### config.mk
export PLATFORM = sky130hd
export DESIGN_NAME = pipelined_rca
export DESIGN_NICKNAME = d
export VERILOG_FILES = /design/src/rtl/pipelined_rca_pkg.sv /design/src/rtl/rca_chunk.sv /design/src/rtl/pipelined_rca.sv
export SDC_FILE = /design/constraint.sdc
export NUM_CORES = 1
export LEC_CHECK = 0
export CORE_AREA = 2 2 106 87
export DETAILED_ROUTE_END_ITERATION = 6
export DIE_AREA = 0 0 108 89
export PLACE_DENSITY = 0.71
export SLEW_MARGIN = 15
export SYNTH_ARGS = -nofsm -noshare
export SYNTH_HDL_FRONTEND = slang
export SYNTH_SLANG_ARGS = --single-unit
### constraint.sdc
create_clock -name clk -period 6.8 [get_ports clk]
set_input_delay 1.36 -clock clk [delete_from_list [all_inputs] [get_ports clk]]
set_output_delay 1.36 -clock clk [all_outputs]
set_load 0.05 [all_outputs]
### src/rtl/pipelined_rca_pkg.sv
// Shared helpers for the pipelined ripple-carry adder.
package pipelined_rca_pkg;

  // Legal shapes: at least 2 bits wide, at least one stage, and every stage gets the same chunk size
  function automatic bit rca_params_ok(input int width, input int stages);
    if (stages < 1) return 1'b0;
    return (width >= 2) && ((width % stages) == 0);
  endfunction

endpackage

### src/rtl/rca_chunk.sv
// Combinational W-bit ripple-carry adder slice. Also exposes the carry into
// its top bit so the final slice can form the signed overflow flag.
module rca_chunk #(
  parameter int W = 4
) (
  input  logic [W-1:0] a_i,
  input  logic [W-1:0] b_i,
  input  logic         cin_i,
  output logic [W-1:0] sum_o,
  output logic         cout_o,
  output logic         cmsb_o
);

  logic [W:0] c;

  // Ripple the carry bit by bit through the slice
  always_comb begin
    c[0] = cin_i;
    for (int i = 0; i < W; i++) begin
      c[i+1] = (a_i[i] & b_i[i]) | (c[i] & (a_i[i] ^ b_i[i]));
    end
  end

  assign sum_o  = a_i ^ b_i ^ c[W-1:0];
  assign cout_o = c[W];
  assign cmsb_o = c[W-1];

endmodule

### src/rtl/pipelined_rca.sv
// Pipelined ripple-carry adder: stage k adds chunk k of the operands using the
// carry registered by stage k-1. Not-yet-added operand bits travel with their
// operation, and finished low sum bits accumulate stage by stage. The whole
// pipe advances together whenever the output slot is empty or being drained.
module pipelined_rca
  import pipelined_rca_pkg::*;
#(
  parameter int WIDTH  = 16,
  parameter int STAGES = 4
) (
  input  logic             clk,
  input  logic             rst,
  input  logic             in_valid,
  output logic             in_ready,
  input  logic [WIDTH-1:0] a,
  input  logic [WIDTH-1:0] b,
  input  logic             cin,
  output logic             out_valid,
  input  logic             out_ready,
  output logic [WIDTH-1:0] sum,
  output logic             cout,
  output logic             ovf
);

  localparam int CHUNK = (STAGES >= 1) ? WIDTH / STAGES : 1;

  if (!rca_params_ok(WIDTH, STAGES)) begin : g_param_chk
    $fatal(1, "pipelined_rca: illegal WIDTH=%0d STAGES=%0d", WIDTH, STAGES);
  end

  // Single advance enable: any stall at the output freezes every stage
  logic en;
  assign en       = !out_valid || out_ready;
  assign in_ready = en;

  genvar k;
  for (k = 0; k < STAGES; k++) begin : g_stg
    localparam int LO = k * CHUNK;
    localparam int HI = LO + CHUNK;

    // Operand bits still to be added (this chunk and above), plus incoming carry/valid
    logic [WIDTH-1:LO] a_in, b_in;
    logic              c_in, v_in;
    logic [CHUNK-1:0]  ch_sum;
    logic              ch_c;
    logic [HI-1:0]     s_d, s_q;
    logic              c_q, v_q;

    if (k == 0) begin : g_head
      assign a_in = a;
      assign b_in = b;
      assign c_in = cin;
      assign v_in = in_valid;
      assign s_d  = ch_sum;
    end else begin : g_link
      assign a_in = g_stg[k-1].g_body.a_q;
      assign b_in = g_stg[k-1].g_body.b_q;
      assign c_in = g_stg[k-1].c_q;
      assign v_in = g_stg[k-1].v_q;
      assign s_d  = {ch_sum, g_stg[k-1].s_q};
    end

    if (k == STAGES - 1) begin : g_tail
      logic ch_m;
      logic ovf_q;

      rca_chunk #(.W(CHUNK)) u_chunk (
        .a_i    (a_in[HI-1:LO]),
        .b_i    (b_in[HI-1:LO]),
        .cin_i  (c_in),
        .sum_o  (ch_sum),
        .cout_o (ch_c),
        .cmsb_o (ch_m)
      );

      // Signed overflow is only meaningful once the MSB chunk has been added
      always_ff @(posedge clk) begin
        if (rst)     ovf_q <= 1'b0;
        else if (en) ovf_q <= ch_c ^ ch_m;
      end
    end else begin : g_body
      logic             unused_cmsb;
      logic [WIDTH-1:HI] a_q, b_q;

      rca_chunk #(.W(CHUNK)) u_chunk (
        .a_i    (a_in[HI-1:LO]),
        .b_i    (b_in[HI-1:LO]),
        .cin_i  (c_in),
        .sum_o  (ch_sum),
        .cout_o (ch_c),
        .cmsb_o (unused_cmsb)
      );

      // Carry the untouched upper operand chunks along with their operation
      always_ff @(posedge clk) begin
        if (en) begin
          a_q <= a_in[WIDTH-1:HI];
          b_q <= b_in[WIDTH-1:HI];
        end
      end
    end

    // Stage result: valid bit, carry out of this chunk, and all sum bits finished so far
    always_ff @(posedge clk) begin
      if (rst) begin
        v_q <= 1'b0;
        c_q <= 1'b0;
        s_q <= '0;
      end else if (en) begin
        v_q <= v_in;
        c_q <= ch_c;
        s_q <= s_d;
      end
    end
  end

  assign out_valid = g_stg[STAGES-1].v_q;
  assign sum       = g_stg[STAGES-1].s_q;
  assign cout      = g_stg[STAGES-1].c_q;
  assign ovf       = g_stg[STAGES-1].g_tail.ovf_q;

endmodule

==> metrics.txt, run 1 <==
initial antenna violation count=0; Req. time, crit path=5.44 ns; post_cts resized=0; largest area contributor in the netlist=edfxtp_1; initial DRC count=96; final critical-path required period=4.63 ns; EDFF count, synth=48; Pins Over Slew Limit=0; GR Util All Layers=0.122; port bufs=56; clk sinks=97; post-CTS setup buffers=0; Clk pwr share=0.325; CP arrival=3.27 ns; DP Wirelength=3530 um; Mapped Nets=346; synth top area cells=edfxtp_1, dfxtp_1, fa_1; Diodes inserted=0; Clock Path Buffers=2; CP endpoint kind=output port; post-cts hold buffer count=0; H-tree levels=3; syn avg cell area=12.8 um^2; Row Count=30; Final ANT Viol Nets=0; first-pass GRT wire length=8800 um; number of global-route vias before repair=1910; CTS tree=yes; Yosys top cell area share=0.383; sequential share of power=0.548; routability cong.=0.698; Comb pwr share=0.127; Main synth FF type=dfxtp_1; Worst Path Max Fanout=38; worst vdd ir=0.000134 V; Worst Tran Pin Value=0.848 ns; Clock Skews=0.00892 ns; CP Class=in2out; crit path launch type=input port; Post-DP Area=4320 um^2; Post-synth ARST share=0; IO Pins=57; PD cells=272 nW/um^2; unrepaired setup endpoints after global routing=false; layout cell share with drive strength beyond 1=0.153; via count=2081; Initial Utilization=0.445; Yosys cell types=19; TritonCTS buffer count=9; Max Cap Viol=0; Min-Delay Path Class=reg2reg; Post-Route WL=5410 um; Nets=400; most instantiated library cell after synthesis=nand2_1; DR DRC count=0; grt ovf=0; Worst-Skew Late Latency=0.35 ns; DR pass1 iterations=4; Fin Setup TNS=0 ns; switching pwr=0.298 mW; drt wl/cell=11.7 um; sequential area share after synthesis=0.644; post-synthesis instance total=293; #FFs+latches synth=97; Die Wd=108 um; Post-synth top cells=nand2_1, dfxtp_1, edfxtp_1, inv_1, a21oi_2; Net Sw Frac=0.241; largest net degree at the start of global routing=109; die area=9610 um^2; Core ar.=8450 um^2; Int Pwr=0.937 mW; Static Leak=1.72 nW; Max-Slew Margin vs Limit=0.433; ratio of final minimum period to clock period=0.681; Cell Area, Synth=3760 um^2; clock root cell=clkbuf_8; Finished Cell Area=4540 um^2; YS warnings=0; Final Hold Viols=0; die height=89 um; Layout area overhead=20.9%; vias per cell=4.48; Max Fclk=216 MHz; Worst-path clk slew=0.09 ns; final setup fails=0; outcome=finished clean
[critical path: stages]
cell,delay (ns)
clkdlybuf4s50_1,0.44
nor2b_4,0.69
inv_4,0.05
clkdlybuf4s50_1,0.72
[placed cells by master, fill, tap and decap left out]
cell type	synthesis	final
nand2_1	72	72
clkdlybuf4s50_1	0	55
dfxtp_1	49	49
edfxtp_1	48	48
inv_1	28	28
a21oi_2	22	22
fa_1	16	16
a21oi_1	14	14
nor2_1	14	14
a211oi_2	12	12
clkbuf_8	0	9
bufinv_16	0	2
inv_6	0	2
nor2b_4	1	1
inv_4	1	1
xnor2_1	1	1
clkinvlp_4	0	1
clkbuf_1	1	1
clkinvlp_2	0	1
buf_2	3	1
buf_6	2	1
buf_4	3	1
[through the flow]
step                std cells  utilization  setup slack [ns]  power [mW]  hold WS [ns]
finish                    464        0.538              2.17        1.23         0.423
floorplan                 293            -              3.55       0.791         0.400
detailed placement        448        0.512              2.17       0.850         0.405
CTS                       464        0.538              2.16        1.25         0.426
global route              464        0.538              2.05        1.29         0.435
global placement          448        0.512              2.18       0.846         0.403
[cell type report]
type                       count  area [um^2]
clock buffer                  10          128
inverter                      29          111
multi-input combinational    152         1080
clock inverter                 6         90.1
tap                          112          140
timing repair buffer          58          574
sequential                    97         2420
fill                         745         3900
[sequential cells by signal, indices dropped and copies added (netlist names), 3 cells and up]
signal,count
g_stg.v_q,3
g_stg.g_body.b_q,24
g_stg.g_body.a_q,24
g_stg.c_q,3
sum,16
g_stg.s_q,24
[metal layers]
metal | global-route usage | wire length (um)
met1 | 0.160 | 2580
met2 | 0.185 | 2420
met3 | 0.0408 | 311
met4 | 0.0594 | 105
met5 | 0 | 0
[path summary, 6_finish.rpt]
kind,start,to,depth (start not counted),slack (ns)
worst min-delay path,g_stg[1].g_body.b_q[15],g_stg[2].g_body.b_q[15],0,0.42
worst max-delay path,out_ready,in_ready,4,2.17
worst min register to register,g_stg[1].g_body.b_q[15],g_stg[2].g_body.b_q[15],0,0.42
worst max register to register,g_stg[1].g_body.a_q[8],g_stg[2].s_q[11],8,4.57
[power by group through the flow]
stage,Combinational (mW),Sequential [mW],Clock [mW]
after CTS,0.159,0.678,0.414
after global placement,0.157,0.689,0
after floorplan,0.0718,0.719,0
after detailed placement,0.158,0.691,0
after global routing,0.172,0.683,0.438
final,0.156,0.677,0.401
[cells by family after synthesis]
logic type,share of synthesized area
xor gates and xnor gates,0.00233
DFF,0.644
adders and majority gates,0.0852
buffers and inverters,0.0686
AOI/OAI and AO/OA,0.110
and+or+nand+nor,0.0895
(Power assumes the default switching activity.)
==> inputs of run 2 (changes only) <==
PLACE_DENSITY = 0.74   (was 0.71)
clock period = 3.71 ns   (was 6.8 ns; I/O delays follow)
==> metrics.txt, run 2 (synthesized netlist as in run 1, its figures left out) <==
Die Wd=108 um; Final Hold Viols=0; Pins Over Slew Limit=0; Worst Tran Pin Value=0.875 ns; Worst Path Max Fanout=1; Diodes inserted=0; IO Pins=57; die area=9610 um^2; number of global-route vias before repair=1934; most frequent cells in the layout=nand2_1, clkdlybuf4s50_1, dfxtp_1; reg2reg path depth=8; pre-CTS setup slack=0.596 ns; PD cells=478 nW/um^2; worst r2r src=g_stg[2].g_body.a_q[12]; Post-Route WL=5410 um; HP Start=g_stg[0].g_body.b_q[8]; Core ar.=8450 um^2; Max Fclk=369 MHz; vias per cell=4.43; Min-Delay Path Class=reg2reg; via count=2059; Int Pwr=1.62 mW; Row Count=30; Max-Slew Margin vs Limit=0.417; Nets=401; Worst-path clk slew=0.09 ns; outcome=finished clean; CP startpoint=a[0]; initial DRC count=76; Final ANT Viol Nets=0; TritonCTS buffer count=9; CP Class=in2reg; Clock Path Buffers=2; sequential share of power=0.573; first-pass GRT wire length=8810 um; CP endpoint kind=flip-flop; final setup fails=0; worst vdd ir=0.000235 V; clock root cell=clkbuf_8; final critical-path required period=2.71 ns; GR Util All Layers=0.122; layout cell share with drive strength beyond 1=0.161; die height=89 um; crit path launch type=input port; top flop regs=g_stg.g_body.a_q (24), g_stg.g_body.b_q (24), g_stg.s_q (24); Net Sw Frac=0.253; post_cts resized=0; Initial Utilization=0.445; drt wl/cell=11.6 um; DR pass1 iterations=4; initial antenna violation count=0; final setup margin=0.998 ns; DR DRC count=0; post-cts hold buffer count=0; CTS tree=yes; grt ovf=0; Comb pwr share=0.133; leading cell type in the layout, fill and taps excluded=nand2_1; H-tree levels=3; post-CTS setup buffers=0; unrepaired setup endpoints after global routing=false; switching pwr=0.546 mW; clk sinks=97; Max Cap Viol=0; Static Leak=1.73 nW; Fin Setup TNS=0 ns; hold slack=0.423 ns; CP arrival=2.99 ns; Worst-Skew Late Latency=0.35 ns; Req. time, crit path=3.99 ns; Layout area overhead=20.5%; port bufs=56; Worst Hold Depth=0; DP Wirelength=3620 um; ratio of final minimum period to clock period=0.731; routability cong.=0.697; Clk pwr share=0.294; Clock Skews=0.0120 ns; largest net degree at the start of global routing=109
## run 2: critical path: stages
cell             delay (ns)
clkdlybuf4s50_1        0.45
fa_1                   0.44
inv_1                  0.08
fa_1                   0.16
inv_1                  0.06
fa_1                   0.37
inv_1                  0.08
fa_1                   0.43
a211oi_2               0.19
## run 2: worst paths after layout
check                      endpoint  slack (ns)
max                 g_stg[0].s_q[3]         1.0
min          g_stg[1].g_body.b_q[8]        0.42
max reg2reg                 sum[15]        1.45
min reg2reg  g_stg[1].g_body.b_q[8]        0.42
## run 2: cell type report
| type | count | area, um^2 |
|---|---|---|
| well taps | 112 | 140 |
| flip-flops and latches | 97 | 2420 |
| clock inverters | 7 | 65.1 |
| clock buffers | 9 | 124 |
| repair buffers | 59 | 588 |
| inverters | 29 | 111 |
| fillers | 743 | 3920 |
| multi-input cells | 152 | 1080 |
## run 2: metrics by stage
stage               cell area [um^2]  utilization  total power [mW]  cells
CTS                             4530        0.536              2.20    465
finish                          4530        0.536              2.16    465
floorplan                       3760            -              1.45    293
detailed placement              4340        0.514              1.56    449
global placement                4340        0.514              1.55    449
global route                    4530        0.536              2.27    465
## run 2: routing by layer
metal	track usage	wire, um
met1	0.162	2620
met2	0.186	2440
met5	0	0
met4	0.0524	47
met3	0.0379	299
## run 2: power groups by stage
stage               logic [mW]  clock network [mW]  registers, mW
floorplan                0.132                   0           1.32
global placement         0.285                   0           1.26
detailed placement       0.291                   0           1.27
CTS                      0.292               0.663           1.24
global route             0.318               0.705           1.25
finish                   0.287               0.636           1.24
